File: src/rtl/branch_predict_unit.sv
// branch_predict_unit: direct-mapped BTB with 2-bit saturating counters.
// The fetch side predicts from F_PC combinationally. The execute side resolves
// branches, JAL and JALR in the same cycle, flags mispredicts with the corrected
// PC, and trains the table on the clock edge.
// Optional build macro BPU_STATS_EN adds the saturating statistics counters
// StatBranches and StatMispredicts.
module branch_predict_unit #(
    parameter int PC_W    = 9,
    parameter int ENTRIES = 16,
    parameter int STAT_W  = 16
) (
    input  logic              clk,
    input  logic              reset,
    input  logic [PC_W-1:0]   F_PC,
    output logic              F_PredTaken,
    output logic [31:0]       F_PredPC,
    input  logic              E_Valid,
    input  logic [PC_W-1:0]   E_PC,
    input  logic [31:0]       E_Imm,
    input  logic              E_Branch,
    input  logic              E_JSel,
    input  logic              E_JalrSel,
    input  logic [31:0]       E_AluResult,
    input  logic              E_PredTaken,
    input  logic [31:0]       E_PredPC,
    output logic [31:0]       PC_Imm,
    output logic [31:0]       PC_Four,
    output logic [31:0]       BrPC,
    output logic              PcSel,
    output logic              Mispredict
`ifdef BPU_STATS_EN
    ,
    output logic [STAT_W-1:0] StatBranches,
    output logic [STAT_W-1:0] StatMispredicts
`endif
);

    localparam int IDX_W = $clog2(ENTRIES);
    localparam int TAG_W = PC_W - IDX_W - 2;
    // A table covering the whole PC space has no tag bits; a constant 1-bit
    // tag keeps the storage legal and always matches.
    localparam int TAG_S = (TAG_W > 0) ? TAG_W : 1;

    function automatic logic [IDX_W-1:0] idx_of(input logic [PC_W-1:0] pc);
        return IDX_W'(pc >> 2);
    endfunction

    function automatic logic [TAG_S-1:0] tag_of(input logic [PC_W-1:0] pc);
        return TAG_S'(pc >> (IDX_W + 2));
    endfunction

    logic             valid_q [ENTRIES];
    logic [TAG_S-1:0] tag_q   [ENTRIES];
    logic [PC_W-1:0]  tgt_q   [ENTRIES];
    logic [1:0]       cnt_q   [ENTRIES];

    logic [IDX_W-1:0] f_idx;
    logic [TAG_S-1:0] f_tag;
    logic             f_hit;
    logic [31:0]      f_pc32;

    logic [IDX_W-1:0] e_idx;
    logic [TAG_S-1:0] e_tag;
    logic             e_hit;
    logic             e_ctrl;
    logic             e_jump;
    logic             taken_a;
    logic [31:0]      e_pc32;

    logic             upd_en;
    logic             upd_valid;
    logic [TAG_S-1:0] upd_tag;
    logic [PC_W-1:0]  upd_tgt;
    logic [1:0]       upd_cnt;

    // Fetch-side lookup; the table is read before any same-cycle update lands
    always_comb begin
        f_idx       = idx_of(F_PC);
        f_tag       = tag_of(F_PC);
        f_pc32      = 32'(F_PC);
        f_hit       = valid_q[f_idx] && (tag_q[f_idx] == f_tag);
        F_PredTaken = f_hit && cnt_q[f_idx][1];
        F_PredPC    = F_PredTaken ? 32'(tgt_q[f_idx]) : f_pc32 + 32'd4;
    end

    // Execute-side resolve: actual direction/target and mispredict detection
    always_comb begin
        e_pc32     = 32'(E_PC);
        e_ctrl     = E_Branch | E_JSel | E_JalrSel;
        e_jump     = E_JSel | E_JalrSel;
        taken_a    = e_jump | (E_Branch & E_AluResult[0]);
        PC_Imm     = E_JalrSel ? (E_AluResult & ~32'h1) : e_pc32 + E_Imm;
        PC_Four    = e_pc32 + 32'd4;
        BrPC       = taken_a ? PC_Imm : PC_Four;
        Mispredict = E_Valid &&
                     ((E_PredTaken != taken_a) || (taken_a && (E_PredPC != PC_Imm)));
        PcSel      = Mispredict;
    end

    // Training decision for the entry indexed by E_PC
    always_comb begin
        e_idx     = idx_of(E_PC);
        e_tag     = tag_of(E_PC);
        e_hit     = valid_q[e_idx] && (tag_q[e_idx] == e_tag);
        upd_en    = 1'b0;
        upd_valid = valid_q[e_idx];
        upd_tag   = tag_q[e_idx];
        upd_tgt   = tgt_q[e_idx];
        upd_cnt   = cnt_q[e_idx];
        if (E_Valid && e_ctrl) begin
            if (e_hit) begin
                upd_en = 1'b1;
                if (e_jump) begin
                    upd_cnt = 2'b11;
                end else if (taken_a) begin
                    if (cnt_q[e_idx] != 2'b11) upd_cnt = cnt_q[e_idx] + 2'd1;
                end else begin
                    if (cnt_q[e_idx] != 2'b00) upd_cnt = cnt_q[e_idx] - 2'd1;
                end
                if (taken_a) upd_tgt = PC_Imm[PC_W-1:0];
            end else if (taken_a) begin
                upd_en    = 1'b1;
                upd_valid = 1'b1;
                upd_tag   = e_tag;
                upd_tgt   = PC_Imm[PC_W-1:0];
                upd_cnt   = e_jump ? 2'b11 : 2'b10;
            end
        end else if (E_Valid && e_hit) begin
            // A non-control instruction aliasing onto an entry evicts it
            upd_en    = 1'b1;
            upd_valid = 1'b0;
        end
    end

    // BTB storage with asynchronous clear
    always_ff @(posedge clk or negedge reset) begin
        if (!reset) begin
            for (int unsigned i = 0; i < ENTRIES; i++) begin
                valid_q[i] <= 1'b0;
                tag_q[i]   <= '0;
                tgt_q[i]   <= '0;
                cnt_q[i]   <= 2'b01;
            end
        end else if (upd_en) begin
            valid_q[e_idx] <= upd_valid;
            tag_q[e_idx]   <= upd_tag;
            tgt_q[e_idx]   <= upd_tgt;
            cnt_q[e_idx]   <= upd_cnt;
        end
    end

`ifdef BPU_STATS_EN
    // Saturating counts of resolved control instructions and mispredicts
    always_ff @(posedge clk or negedge reset) begin
        if (!reset) begin
            StatBranches    <= '0;
            StatMispredicts <= '0;
        end else begin
            if (E_Valid && e_ctrl && (StatBranches != '1))
                StatBranches <= StatBranches + 1'b1;
            if (Mispredict && (StatMispredicts != '1))
                StatMispredicts <= StatMispredicts + 1'b1;
        end
    end
`endif

endmodule

File: config.mk
export PLATFORM = sky130hd
export DESIGN_NAME = branch_predict_unit
export DESIGN_NICKNAME = d
export VERILOG_FILES = /design/src/rtl/branch_predict_unit.sv
export SDC_FILE = /design/constraint.sdc
export NUM_CORES = 1
export LEC_CHECK = 0
export CAP_MARGIN = 20
export CORE_MARGIN = 5
export CORE_UTILIZATION = 57
export CTS_BUF_LIST = sky130_fd_sc_hd__clkbuf_8
export CTS_CLUSTER_SIZE = 8
export DETAILED_ROUTE_END_ITERATION = 8
export PLACE_DENSITY = 0.82
export SLEW_MARGIN = 0
export SYNTH_ARGS = -nofsm -noshare
export SYNTH_HDL_FRONTEND = slang
export SYNTH_SLANG_ARGS = --single-unit
export TNS_END_PERCENT = 10
File: constraint.sdc
create_clock -name clk -period 6.59 [get_ports clk]
set_input_delay 1.6475 -clock clk [delete_from_list [all_inputs] [get_ports clk]]
set_output_delay 1.6475 -clock clk [all_outputs]
set_load 0.1 [all_outputs]
==> results of run 1 <==
[cells in the final DEF (no fill, tap or decap), drive strengths merged, types with 14 or more instances in the layout]
cell type	n
mux4	134
ha	14
conb	44
nor2	51
buf	269
mux2	256
a21oi	20
nand3	18
and2	26
nor3	20
dfrtp	224
nand2	77
xor2	35
o21ai	48
dfstp	16
inv	50
nand4	14
clkdlybuf4s50	98
xnor2	42
mux2i	21
clkbuf	48
[worst min-delay path by stage]
| stage | from | to | slack [ns] |
|---|---|---|---|
| CTS | tag_q[32]$_DFFE_PN0P_ | tag_q[32]$_DFFE_PN0P_ | 0.52 |
| floorplan | valid_q[6]$_DFFE_PN0P_ | valid_q[6]$_DFFE_PN0P_ | 0.49 |
| detailed placement | tag_q[32]$_DFFE_PN0P_ | tag_q[32]$_DFFE_PN0P_ | 0.51 |
| global placement | valid_q[4]$_DFFE_PN0P_ | valid_q[4]$_DFFE_PN0P_ | 0.50 |
| global route | tgt_q[84]$_DFFE_PN0P_ | tgt_q[84]$_DFFE_PN0P_ | 0.54 |
| finish | tag_q[32]$_DFFE_PN0P_ | tag_q[32]$_DFFE_PN0P_ | 0.52 |
[cells by family (layout without fill, tap and decap cells)]
| family | Yosys count | count (layout) | share of synthesized area, % |
|---|---|---|---|
| xor gates and xnor gates | 78 | 78 | 4.156 |
| AOI/OAI and AO/OA | 148 | 148 | 6.007 |
| other | 1 | 45 | 0.02236 |
| buffers and inverters | 179 | 485 | 6.313 |
| DFF | 240 | 240 | 35.94 |
| and+or+nand+nor | 269 | 269 | 9.425 |
| adders and majority gates | 16 | 16 | 1.224 |
| muxes | 411 | 411 | 36.92 |
[Yosys cell counts, drive strengths merged (21+ instances only)]
cell / n / share of area, %
and2: 26 / 0.97
buf: 89 / 4.3
clkbuf: 57 / 1.3
dfrtp: 224 / 33
inv: 33 / 0.74
mux2: 256 / 17
mux2i: 21 / 1.3
mux4: 134 / 18
nand2: 77 / 2.1
nor2: 51 / 1.7
o21ai: 48 / 1.4
xnor2: 42 / 2.2
xor2: 35 / 1.8
[final cells by class]
cell class                 instances  area share (%)
multi-input combinational        966           46.97
tap                              384           2.209
sequential                       240           27.71
antenna                            1         0.01151
clock inverter                    23          0.4430
inverter                          33          0.5696
clock buffer                      47           2.974
timing repair buffer             382           19.11
[report_power, final]
group | switching [mW] | total [mW] | internal (mW)
clock | 0.588 | 1.23 | 0.646
sequential | 0.301 | 2.20 | 1.90
combinational | 1.28 | 2.43 | 1.16
total | 2.16 | 5.87 | 3.70
[flip-flops by register name, summed over array words and instances (netlist names)]
register,count
tgt_q,144
tag_q,48
cnt_q,32
valid_q,16
[through the flow]
stage / util, % / setup TNS (ns)
after floorplan: - / -9.441
after global placement: 71.57 / -1.019
after detailed placement: 71.57 / -1.049
after CTS: 74.71 / 0
after global routing: 75.36 / -0.06696
final: 75.36 / 0
[routing by layer]
layer / vias to the layer above / GRT usage, % / wire length (um)
li1: 5626 / - / -
met1: 6761 / 43.51 / 20800
met2: 926 / 55.31 / 27230
met3: 193 / 7.343 / 5424
met4: 2 / 16.51 / 3109
met5: - / 0 / 7
[worst reg2reg max path: cells and delay by family (launching register included)]
kind | cells | cell delay, ns
compound gates | 1 | 0.31
xor+xnor | 1 | 0.21
buf+inv | 1 | 0.23
flops | 1 | 0.40
mux | 4 | 1.20
simple gates | 3 | 1.07
[repair_timing]
item                                    CTS  global route
pin swaps                                21            27
endpoints found under the hold margin     0             0
gates resized for setup                  31            32
setup buffers                             6             4
endpoints found under the setup margin    2             2
==> flow_summary.toml, run 1 <==
[clock_network]
path_clk_slew_ns = 0.05
cts-htree-levels = 2
cts_tree = "done"
cts_made_buffers = 41
clock-sinks = 240
worstSkewPairLatency_ns = 0.54
root_buffer = "clkbuf_8"
clockBufferDepth = 3
postCtsHoldBufs = 0

[synth]
synth_seq_area_share_pct = 35.94
synth_seq_cells = 240
syn_area_um2 = 16770
synth-async-reset-ratio_pct = 100.0
syn_inst = 1342
synthFlopType = "dfrtp_1"
ys_types = 78
syn_area_per_cell_um2 = 12.49
synth_enable_flop_cells = 0
yosysWarningCount = 0

[worst_setup_path]
r2r_slack_ns = 3.06
critPathSlowestCell = "a2111oi_4"
worstPathRequired_ns = 4.94
cpMostUsedCell = "a211oi_2"
r2r-start = "tag_q[33]$_DFFE_PN0P_"
crit_cells = 14
crit_path_start = "E_Imm[0]"
critical-path-top-delay-family = "compound AO/OA/AOI/OAI gates"
critical_path_arrival_ns = 4.91
end_kind = "output pin"
worstSetupStartpointType = "primary input"
cp_num_buf_inv = 3
crit_path_max_incr_delay_ns = 0.43
path_max_fanout = 4
criticalPathCategory = "primary input to output pin"
endpoint = "PcSel"
crit_chain = "dlygate4sd2_1, ha_4, fa_2, a211oi_2, o211a_1, buf_6, nor4_2, a211oi_2, nor2_2, a2111oi_4, o2111ai_2, nor4_4, nor2_4, buf_12"
timing.rr.end = "tgt_q[116]$_DFFE_PN0P_"
r2r_cells = 10

[job]
cap_violations = 0

[finish]
drive_gt1_share_pct = 46.72
nFillCells = 1833
fin_area_um2 = 21750
finalNetCount = 1800
synthToLayoutAreaGrowth_pct = 29.71
multi_input_area_um2 = 10220
fin_cells = 2076
regArea_um2 = 6026

[floorplan]
rows = 62
die_h_um = 181.5
coreArea_um2 = 28860
initial_core_util_pct = 58.10
die_w_um = 181.5
dieArea_um2 = 32950
io_pins = 252

[timing]
final_max_slew_viol_count = 0
fin_worst_skew_ns = 0.02214
clock.fmax_mhz = 152.6
period_share_pct = 99.45
tightest_slew_ns = 1.035
holdWs_ns = 0.5235
final_hold_viol_count = 0
max-slew-margin-rel_pct = 31.02
setup_viol_count_final = 0
fin_crit_ns = 6.554
fin_ws_ns = 0.03615

[global_route]
grt_pass1_wl_um = 86520
overflow = 0
antenna_found_initial = 1
grt_pass1_vias = 14070
track_usage_pct = 33.97
grt_max_degree = 141

[pwr]
power_density_nw_per_um2 = 269.9
vdd_drop_max_mv = 0.2166
power.leakage_nw = 9.498
design_power_total_mw = 5.869

[drt]
initialDrtViolationCount = 1296
drc = 0
viasPerCell = 6.507
antenna_left = 0
wl_per_cell_um = 27.25
drt-total-wl_um = 56580
firstDrtPassIters = 6
vias = 13510

[place]
place_inst = 1995
placed_area_um2 = 20650
dp.final_hpwl_um = 40260
io_buffers = 207
place_ws_ns = -0.5248
gp_congestion = 1.017

[worst_hold_path]
hp-class = "flop to flop"
min_path_cells = 1

[status]
status = "completed"
(Power assumes the default switching activity.)
==> inputs of run 2 (changes only) <==
Settings changed: ABC_CLOCK_PERIOD_IN_PS set to 6590.
==> results of run 2 <==
Final layout, timing and power as in run 1 (identical DEF).
